## src/rtl/rs_dispatch_ctrl.sv

```systemverilog
// Credit-based in-order dispatch from decode lanes into reservation stations.
// Tracks free RS entries per station and registers accepted lanes to the RS.
module rs_dispatch_ctrl #(
   parameter int DISPATCH_WIDTH = 2,
   parameter int RS_NUM         = 4,
   parameter int RS_SIZE        = 8,
   parameter int TAG_W          = 7,
   localparam int RS_W = (RS_NUM > 1) ? $clog2(RS_NUM) : 1,
   localparam int CW   = $clog2(RS_SIZE + 1)
) (
   input  logic                                 clk,
   input  logic                                 rst_n,
   input  logic                                 flush_i,
   input  logic [DISPATCH_WIDTH-1:0]            in_valid_i,
   input  logic [DISPATCH_WIDTH-1:0][RS_W-1:0]  in_rs_sel_i,
   input  logic [DISPATCH_WIDTH-1:0][TAG_W-1:0] in_tag_i,
   output logic [DISPATCH_WIDTH-1:0]            in_ready_o,
   input  logic [RS_NUM-1:0][1:0]               rel_cnt_i,
   output logic [DISPATCH_WIDTH-1:0]            out_valid_o,
   output logic [DISPATCH_WIDTH-1:0][RS_W-1:0]  out_rs_o,
   output logic [DISPATCH_WIDTH-1:0][TAG_W-1:0] out_tag_o,
   output logic [RS_NUM-1:0][CW-1:0]            credit_o,
   output logic [31:0]                          stall_cnt_o,
   output logic                                 err_o
);

   typedef enum logic {RUN = 1'b0, FLUSH = 1'b1} state_e;

   state_e                              state_q, state_d;
   logic [RS_NUM-1:0][CW-1:0]           credit_q, credit_d;
   logic                                err_q, err_d;
   logic [31:0]                         stall_q, stall_d;
   logic [DISPATCH_WIDTH-1:0]           rdy, acc;
   logic [DISPATCH_WIDTH-1:0]           out_valid_q;
   logic [DISPATCH_WIDTH-1:0][RS_W-1:0] out_rs_q;
   logic [DISPATCH_WIDTH-1:0][TAG_W-1:0] out_tag_q;

   always_ff @(posedge clk or negedge rst_n) begin
      if (!rst_n) state_q <= RUN;
      else        state_q <= state_d;
   end

   always_comb begin
      state_d = state_q;
      case (state_q)
         RUN:     if (flush_i)  state_d = FLUSH;
         FLUSH:   if (!flush_i) state_d = RUN;
         default: state_d = RUN;
      endcase
   end

   // A lane needs more credit than the older lanes already took from its RS
   always_comb begin : p_ready
      logic go;
      int   same;
      rdy  = '0;
      go   = 1'b1;
      same = 0;
      if (state_q == RUN && !flush_i) begin
         for (int i = 0; i < DISPATCH_WIDTH; i++) begin
            same = 0;
            for (int j = 0; j < i; j++)
               if (in_rs_sel_i[j] == in_rs_sel_i[i]) same++;
            rdy[i] = go && (int'(credit_q[in_rs_sel_i[i]]) > same);
            go     = go & rdy[i] & in_valid_i[i];
         end
      end
   end

   assign acc = rdy & in_valid_i;

   always_comb begin : p_credit
      int sum;
      credit_d = credit_q;
      err_d    = err_q;
      sum      = 0;
      for (int r = 0; r < RS_NUM; r++) begin
         if (flush_i || state_q == FLUSH) begin
            credit_d[r] = CW'(RS_SIZE);
         end else begin
            sum = int'(credit_q[r]) + int'(rel_cnt_i[r]);
            for (int i = 0; i < DISPATCH_WIDTH; i++)
               if (acc[i] && in_rs_sel_i[i] == RS_W'(r)) sum--;
            if (sum > RS_SIZE) begin
               credit_d[r] = CW'(RS_SIZE);
               err_d       = 1'b1;
            end else begin
               credit_d[r] = CW'(sum);
            end
         end
      end
   end

   always_comb begin
      stall_d = stall_q;
      if (state_q == RUN && in_valid_i[0] && !rdy[0] && stall_q != '1)
         stall_d = stall_q + 32'd1;
   end

   always_ff @(posedge clk or negedge rst_n) begin
      if (!rst_n) begin
         for (int r = 0; r < RS_NUM; r++) credit_q[r] <= CW'(RS_SIZE);
         err_q       <= 1'b0;
         stall_q     <= '0;
         out_valid_q <= '0;
         out_rs_q    <= '0;
         out_tag_q   <= '0;
      end else begin
         credit_q    <= credit_d;
         err_q       <= err_d;
         stall_q     <= stall_d;
         out_valid_q <= acc;
         for (int i = 0; i < DISPATCH_WIDTH; i++) begin
            if (acc[i]) begin
               out_rs_q[i]  <= in_rs_sel_i[i];
               out_tag_q[i] <= in_tag_i[i];
            end
         end
      end
   end

   assign in_ready_o  = rdy;
   assign out_valid_o = out_valid_q;
   assign out_rs_o    = out_rs_q;
   assign out_tag_o   = out_tag_q;
   assign credit_o    = credit_q;
   assign stall_cnt_o = stall_q;
   assign err_o       = err_q;

endmodule

```

## config.mk

```make
export PLATFORM = sky130hd
export DESIGN_NAME = rs_dispatch_ctrl
export DESIGN_NICKNAME = d
export VERILOG_FILES = /design/src/rtl/rs_dispatch_ctrl.sv
export SDC_FILE = /design/constraint.sdc
export NUM_CORES = 1
export LEC_CHECK = 0
export ABC_AREA = 1
export CAP_MARGIN = 25
export CORE_ASPECT_RATIO = 2
export CORE_MARGIN = 2
export CORE_UTILIZATION = 45
export DETAILED_ROUTE_END_ITERATION = 10
export PLACE_DENSITY = 0.74
export SLEW_MARGIN = 15
export SYNTH_ARGS = -nofsm -noshare
export SYNTH_HDL_FRONTEND = slang
export SYNTH_SLANG_ARGS = --single-unit
```

## constraint.sdc

```tcl
create_clock -name clk -period 4.2 [get_ports clk]
set_input_delay 0.63 -clock clk [delete_from_list [all_inputs] [get_ports clk]]
set_output_delay 0.63 -clock clk [all_outputs]
set_load 0.005 [all_outputs]
```

# [Word level (Yosys, flattened, before mapping)]
# Cells that the tools add are included.
# Widths: inputs -> output; s select.
[word_totals] reg_bits=70 in_bits=31 output_inout_bits=71
[classes] n_addsub=13 n_lt_le_gt_ge=8 eq_ne=8 mux=40 n_bitwise=3 n_reduce_logical=18
[op_table] cell="$mux 32" n=17
[op_table] cell="$gt 32x5->1 const B" n=4
[op_table] cell="$sub 32x2->32 const B" n=4
[op_table] cell="$mux 4" n=10
[op_table] cell="$add 32x1->32 const B" n=1
[op_table] cell="$gt 5x32->1" n=1
[op_table] cell="$ne 32x32->1 const B" n=1
[op_table] cell="$sub 5x1->6 const B" n=4
[op_table] cell="$add 4x2->5" n=4
[op_table] cell="$bmux 4 s2" n=2
[op_table] cell="$logic_and 1x1->1" n=13
[op_table] cell="$mux 1" n=10
[op_table] cell="$eq 2x2->1 const B" n=4
[op_table] cell="$lt 2x3->1 const B" n=2
[op_table] cell="$eq 2x1->1 const B" n=2
[op_table] cell="$gt 4x1->1 const B" n=1
[op_table] cell="$logic_not 2->1" n=2
[op_table] cell="$and 2x2->2" n=1
[op_table] cell="$eq 2x2->1" n=1
[op_table] cell="$logic_not 1->1" n=2
[op_table] cell="$mux 2" n=1
[op_table] cell="$and 1x1->1" n=1
[op_table] cell="$logic_or 1x1->1" n=1
[op_table] cell="$not 1->1" n=1

# [Longest topological paths before layout]
# Gate-level depths: netlist of the first run.
[depth] depth_word=22 depth_mapped=30

# [Worst setup path before layout of the first run]
# No wires, ideal clock.
[synth_path] path_type="input -> register" start="in rel_cnt_i[6] in the netlist's numbering" end="reg err_q, in the netlist err_o" arrival_time_ns=3.699 path_slack_ns=0.380 cell_stages=22 cell_sequence="ha_1 > fa_1 > xor2_1 > inv_1 > nand3_1 > xor2_1 > nand2_1 > o21ai_0 > inv_1 > nor2_1 > nand4_1 > ha_1 > nor2_1 > nand3_1 > o41ai_1 > nand2_1 > inv_1 > nand3_1 > nand2_1 > nand3_1 > o21bai_1 > nand2_1"
[synth_between] elab_chain_len=10
[synth_rtl] element="from (decl)" line="18" rtl="input logic [RS_NUM-1:0][1:0] rel_cnt_i,"
[synth_rtl] element="$add 4x2->5 *" line="81" rtl="sum = int'(credit_q[r]) + int'(rel_cnt_i[r]);"
[synth_rtl] element="$sub 5x1->6" line="83" rtl="if (acc[i] && in_rs_sel_i[i] == RS_W'(r)) sum--;"
[synth_rtl] element="$mux 32 *" line="83"
[synth_rtl] element="$mux 32 *" line="78" rtl="if (flush_i || state_q == FLUSH) begin"
[synth_rtl] element="$sub 32x2->32" line="83"
[synth_rtl] element="$mux 32 *" line="83"
[synth_rtl] element="$mux 32 *" line="78"
[synth_rtl] element="$gt 32x5->1 *" line="84" rtl="if (sum > RS_SIZE) begin"
[synth_rtl] element="$mux 1 *" line="84"
[synth_rtl] element="$mux 1 *" line="78"
[synth_rtl] element="named net err_d" line="31" rtl="logic err_q, err_d;"
[synth_rtl] element="to (signal assigned)" line="110" rtl="err_q <= err_d;"
[synth_rtl] element="to (decl)" line="31"
# Mark *: on every way through the listed nets, which the timed path passes. The rest lies on a longest branch. The select of a mux whose other input is x is not followed.
# A chain may end at the register's enable or synchronous reset.

==> results.md, run 1 <==
- Status: completed
- Post-Syn Area: 5891 um^2
- Number of DRC markers in iteration 0: 273
- Top post-synthesis cells by count: nand2_1 (271), inv_1 (124), nor2_1 (77), dfrtp_1 (66), nand3_1 (57)
- Number of global-route vias before repair: roughly 6,000
- Top-area cell type share of the netlist area: 28.04%
- Synth top area cells: dfrtp_1 (28%), nand2_1 (17%), ha_1 (11%), inv_1 (7.9%), nor2_1 (4.9%)
- Layout cell share with drive strength beyond 1: 22.77%
- Antenna violations before repair: 1
- Pins over their slew limit: 0
- Setup Viol. Count Final: 0
- H-tree depth: 3
- Setup ws final: between 0.2 and 0.3 ns
- Max_slew headroom: between 60 and 70%
- Clock Tree Buf Depth: 2
- Post-route insts no fill: 1,216
- Post-DR vias/cell: 5.075
- Hold Vio Cnt, Final: 0
- Initial DRT Pass Iterations: 4
- Async S/R FF share, synth: 100.0%
- Routed via count: 6,171
- Drt wl/cell: 14.00 um
- Crit path max-delay family: simple AND/OR/NAND/NOR gates
- Crit end category: flip-flop
- Mean Syn Cell Area: approximately 7.0 um^2
- Post-Place Worst Slack: -0.3912 ns
- FF+latch count, synth: 70
- Fmax: roughly 260 MHz
- Static leakage: 4.421 nW
- Max rail drop VDD: 0.3108 mV
- WP buf/inv: 4
- Layout area overhead: 45.03%
- Worst-Margin Slew: 0.5350 ns
- Final core occ: about two thirds
- Setup Total Neg Slack: 0 ns
- Global-route wire length before repair: between 20,000 and 30,000 um
- Setup Crit Path Kind: in2reg
- DRC: 0
- Most used cell, CP: nand2_1
- Core area: 12,920 um^2
- Slowest CP cell: fa_2
- CTS tree: built
- Yosys warns: 0
- Syn nets: 924
- EDFF count, synth: 0
- Setup slack, reg-to-reg: 0.45 ns
- Final WL: about 17,000 um
- Dpl cells: 1,186
- Hold WC Path Type: in2async
- Max-Cap Viols: 0
- Worst path required time: between 4 and 5 ns
- CTS sink cnt: 70
- Die X-Extent: 84.90 um
- Initial Utilization: between 40% and 50%
- Top_reg_cell synth: dfrtp_1
- Sequential fraction of the synthesis area: 29.82%
- Critical Path Fanout Max: 5
- Kind of start point of the critical path: input port
- Post-Synthesis Cells: 836
- Worst Path Arrival: 4.17 ns
- Clock skew: 0.005748 ns
- Die height: 165.8 um
- Cts bufs inserted: 9
- Worst-Skew Late Latency: approximately 0.33 ns
- Pin count of the biggest net entering global routing: 46
- Row cnt: 59
- Most common cell in the netlist: nand2_1
- Crit-path cells: clkdlybuf4s50_1 > ha_1 > inv_1 > fa_2 > ha_1 > xor2_1 > nand4_1 > nand2_1 > inv_1 > nor2_2 > nand2_1 > ha_1 > or2_2 > o21ai_2 > nand3_1 > nor2_1 > nand2_1 > nand2_1 > nor2_1 > inv_2 > nand2_2 > a21oi_1
- # nets final: 1,146
- Slowest cell delay on critical path: 0.53 ns
- Gpl congestion: between 0.8 and 0.9
- Worst-path clk slew: around 0.06 ns
- I/O pin count: 102
- Yosys cell types: 41
- Cts hold-fix bufs: 0
- Grt ovf: 0
- Shortest period the worst path allows: 3.913 ns
- GR Util All Layers: 24.01%
- Root Driver: clkbuf_16
- Detail Route Antenna Nets: 0
- P per Cell Area: 252.0 nW/um^2
- Period utilization: around 93%
- Post-DP HPWL: 13,540 um
- Die footprint: 14,080 um^2
- Post-synth top area cell: dfrtp_1
- Port bufs: 101
-- layout by cell type (no fill, tap or decap), types with 16 or more instances in the layout --
cell type	synthesis	routed
nor2_2	9	16
nand4_1	37	37
clkdlybuf4s50_1	0	94
dfrtp_1	66	66
nand2_1	271	262
nor2_1	77	65
inv_1	124	115
xor2_1	33	29
ha_1	53	42
nand3_1	57	49
buf_4	0	113
-- worst paths after layout --
| check | from | end | cells past startpoint |
|---|---|---|---|
| worst max-delay path | rel_cnt_i[2] | credit_o[5]$_DFF_PN0_ | 22 |
| worst min-delay path | rst_n | stall_cnt_o[20]$_DFFE_PN0P_ | 1 |
| worst max register to register | credit_o[15]$_DFF_PN1_ | err_o$_DFF_PN0_ | 26 |
| worst min register to register | out_tag_o[13]$_DFFE_PN0P_ | out_tag_o[13]$_DFFE_PN0P_ | 2 |
| max in group asynchronous | rst_n | credit_o[7]$_DFF_PN1_ | 3 |
| min in group clk | out_tag_o[13]$_DFFE_PN0P_ | out_tag_o[13]$_DFFE_PN0P_ | 2 |
-- through the flow --
| step | power (mW) | instance area, um^2 | hold WS [ns] |
|---|---|---|---|
| 3_5_place_dp | 1.346 | 7826 | 0.4647 |
| 5_1_grt | 2.260 | 8543 | 0.1858 |
| 2_1_floorplan | 1.033 | 5891 | 0.3344 |
| 3_3_place_gp | 1.335 | 7826 | 0.4611 |
| 4_1_cts | 2.132 | 8144 | 0.4796 |
| 6_report | 2.153 | 8543 | 0.1646 |
-- report_power, final --
part	switching (mW)	internal, mW	total [mW]
sequential	0.0650	0.746	0.811
clock	0.291	0.492	0.782
combinational	0.262	0.297	0.560
-- worst reg2reg max path: stages, from the launching register on --
cell and delay [ns]:
dfstp_2 0.61, nor2_1 0.09, nand2_1 0.07, nand2_1 0.04, nand2_1 0.14, inv_1 0.07
nand2_2 0.13, nand4_1 0.23, inv_2 0.15, nand3_2 0.11, xor2_2 0.14, inv_1 0.06
nor2_1 0.10, buf_4 0.13, buf_4 0.11, nand4_1 0.10, ha_1 0.32, inv_1 0.05
nand4_1 0.09, o41ai_2 0.28, nand2_1 0.08, inv_1 0.07, nand3_2 0.08, nand2_4 0.09
nand3_2 0.08, o21bai_1 0.14, nand2_1 0.07
-- sequential cells by signal, summed over array words and instances (netlist names) --
signal,count
state_q,1
credit_o,16
stall_cnt_o,32
err_o,1
out_valid_o,2
out_rs_o,4
out_tag_o,14
-- what timing repair did --
| item | in CTS | in global routing |
|---|---|---|
| cloned | 0 | 0 |
| endpoints found under the setup margin | 1 | 17 |
| setup buffers | 0 | 12 |
| gates resized for setup | 3 | 82 |
| pin swaps | 0 | 49 |
-- area by class of cell --
| class | count | area (um^2) |
|---|---|---|
| tap | 152 | 190.2 |
| fill | 1090 | 4375 |
| clock buffer | 11 | 252.7 |
| multi-input combinational | 633 | 3904 |
| timing repair buffer | 216 | 1901 |
| clock inverter | 5 | 56.30 |
| inverter | 128 | 480.5 |
| antenna | 1 | 2.502 |
| sequential | 70 | 1757 |
-- metal layers --
layer  wire length, um  global-route usage (%)  up-vias
met5                 0                       0        -
met2              9696                   47.79      139
li1                  -                       -     3100
met4               817                   12.15        0
met1              5978                   22.78     2877
met3               526                   3.231       55
-- cell families after synthesis --
| group | after synthesis | synth area share, % |
|---|---|---|
| and+or+nand+nor | 500 | 39.29 |
| buffers and inverters | 133 | 8.602 |
| DFF | 70 | 29.82 |
| adders and majority gates | 57 | 12.62 |
| xor gates and xnor gates | 43 | 6.393 |
| AOI/OAI and AO/OA | 32 | 3.080 |
| muxes | 1 | 0.1912 |
No activity file was read; power rests on OpenSTA's default activity.
==> run 2: changes to the inputs <==
Clock period 4.2 ns to 3.65 ns, I/O delays scaled along.
==> results.md, run 2 (synthesis results as in run 1) <==
- P per Cell Area: 266.2 nW/um^2 (+5.6%)
- Clock skew: 0.005898 ns (+0.0001504 ns)
- Critical Path Fanout Max: 2 (-3)
- Commonest non-fill, non-tap cell in the layout: nand2_1
- Port bufs: 101 (unchanged)
- Routed via count: 6,875 (+11%)
- Initial Utilization: 45.60% (unchanged)
- Detail Route Antenna Nets: 0 (unchanged)
- Die height: 165.8 um (unchanged)
- Post-DP Area: 8344 um^2 (+6.6%)
- Max rail drop VDD: 0.2896 mV (-6.8%)
- Post-DR vias/cell: 5.248 (+3.4%)
- Setup Viol. Count Final: 0 (unchanged)
- Die X-Extent: 84.90 um (unchanged)
- Post-Place Worst Slack: -0.8172 ns (-0.4260 ns)
- Final instance area: 9637 um^2 (+13%)
- Worst Path Arrival: 3.85 ns (-0.32 ns)
- RSZ-0062 raised after global routing: yes
- Drt wl/cell: 15.33 um (+9.5%)
- Clock Tree Buf Depth: 2 (unchanged)
- Slowest CP cell: fa_1
- # nets final: 1,240 (+8.2%)
- Gpl congestion: 0.9354 (+7.5%)
- Layout area overhead: 63.59%
- Pins over their slew limit: 0 (unchanged)
- Root Driver: clkbuf_16
- Post-DP HPWL: 14,350 um (+5.9%)
- GR Util All Layers: 26.52% (+2.5 points)
- Worst path required time: 3.87 ns (-0.59 ns)
- Initial DRT Pass Iterations: 5 (+1)
- Setup Total Neg Slack: 0 ns (unchanged)
- Crit path max-delay family: simple AND/OR/NAND/NOR gates
- Final WL: 20,080 um (+18%)
- Shortest period the worst path allows: 3.632 ns
- Status: completed
- H-tree depth: 3 (unchanged)
- Worst hold margin: 0.2954 ns (+0.1307 ns)
- Setup ws final: 0.01759 ns (-0.2692 ns)
- Row cnt: 59 (unchanged)
- Hold WC Path Type: in2async
- Hold Vio Cnt, Final: 0 (unchanged)
- Number of DRC markers in iteration 0: 339 (+24%)
- Most frequent cells in the layout: nand2_1 (244), buf_4 (196), inv_1 (110)
- Final core occ: 74.60% (+8.5 points)
- CTS sink cnt: 70 (unchanged)
- Core area: 12,920 um^2 (unchanged)
- Period utilization: around 100%
- Cts bufs inserted: 9 (unchanged)
- Most used cell, CP: nand2_1
- CTS tree: built
- Grt ovf: 0 (unchanged)
- Max_slew headroom: 47.41% (-17 points)
- Die footprint: 14,080 um^2 (unchanged)
- Kind of start point of the critical path: flip-flop
- Max reg flops: 32 (unchanged)
- Worst-Skew Late Latency: 0.33 ns (about the same)
- Static leakage: 4.925 nW (+11%)
- Worst-path clk slew: 0.06 ns (about the same)
- Cts hold-fix bufs: 0 (unchanged)
- Fmax: approximately 280 MHz
- Worst-Margin Slew: 0.7889 ns (+0.2539 ns)
- WP buf/inv: 4 (unchanged)
- Setup Crit Path Kind: reg2reg
- DRC: 0 (unchanged)
- Slowest cell delay on critical path: 0.52 ns (about the same)
- Setup slack, reg-to-reg: 0.02 ns (-0.43 ns)
- Antenna violations before repair: 0 (-1)
- Pin count of the biggest net entering global routing: 38 (-17%)
- Global-route wire length before repair: 30,300 um (+11%)
- I/O pin count: 102 (unchanged)
- Max-Cap Viols: 0 (unchanged)
- Crit end category: flip-flop
- Layout cell share with drive strength beyond 1: 34.57% (+12 points)
- Number of global-route vias before repair: 6,771 (+11%)
-- run 2: cell types whose count changed in the layout (fill, tap and decap cells not counted), sizes merged --
cell,change
buf,+94
clkdlybuf4s50,-4
dlymetal6s2s,-4
clkbuf,+3
clkdlybuf4s15,+3
dlygate4sd2,+2
clkinv,+1
clkinvlp,-1
-- run 2: worst paths after layout --
check,cells past startpoint,to,startpoint
setup reg to reg,25,err_o$_DFF_PN0_,credit_o[8]$_DFF_PN0_
max in group asynchronous,2,credit_o[11]$_DFF_PN1_,rst_n
setup / recovery,25,err_o$_DFF_PN0_,credit_o[8]$_DFF_PN0_
hold / removal,1,out_tag_o[2]$_DFFE_PN0P_,rst_n
min in group clk,2,out_tag_o[11]$_DFFE_PN0P_,out_tag_o[11]$_DFFE_PN0P_
hold reg to reg,2,out_tag_o[11]$_DFFE_PN0P_,out_tag_o[11]$_DFFE_PN0P_
-- run 2: stage by stage --
stage / power [mW] / cells
3_5_place_dp: 1.590 / 1250
5_1_grt: 2.694 / 1309
4_1_cts: 2.508 / 1289
6_report: 2.565 / 1310
2_1_floorplan: 1.189 / 836
3_3_place_gp: 1.572 / 1250
-- run 2: worst register-to-register path, stage by stage, from the launching register on --
cell	delay (ns)
dfrtp_1	0.40
ha_2	0.19
fa_1	0.52
inv_2	0.06
ha_4	0.26
nand4_1	0.10
nand2_2	0.12
buf_6	0.11
nand2_1	0.06
nor2_2	0.13
nand2_1	0.09
ha_1	0.28
inv_1	0.07
nand4_1	0.14
nor4_4	0.15
nand3_1	0.11
nand2_1	0.08
nand2_1	0.04
inv_1	0.05
nand2_1	0.04
nor2_1	0.09
nand3_1	0.10
nand2_2	0.10
nand3_2	0.06
o21bai_1	0.12
nand2_1	0.06
-- run 2: area by class of cell --
type,instances,area [um^2]
well taps,152,190.2
clock buffers,11,242.7
fillers,885,3282
diodes,1,2.502
clock inverters,5,57.56
multi-input cells,633,4264
flip-flops and latches,70,1757
repair buffers,310,2638
inverters,128,485.5
-- run 2: power by group --
group          total (mW)  internal, mW  switching, mW
logic               0.759         0.405          0.354
clock network       0.880         0.549          0.332
registers           0.925         0.858         0.0672
-- run 2: layer usage --
metal	global-route usage (%)	up-vias	part of all wire (%)
met5	0	-	0
met4	13.66	0	6.0
met2	52.93	226	57
met3	3.678	101	3.5
met1	24.83	3244	33
li1	-	3304	-
-- run 2: repair_timing --
item                       CTS  global route
pin swaps                   57            81
buffers inserted            23            22
cloned                       0             0
setup endpoints to repair   18            18
resized for setup           71           120
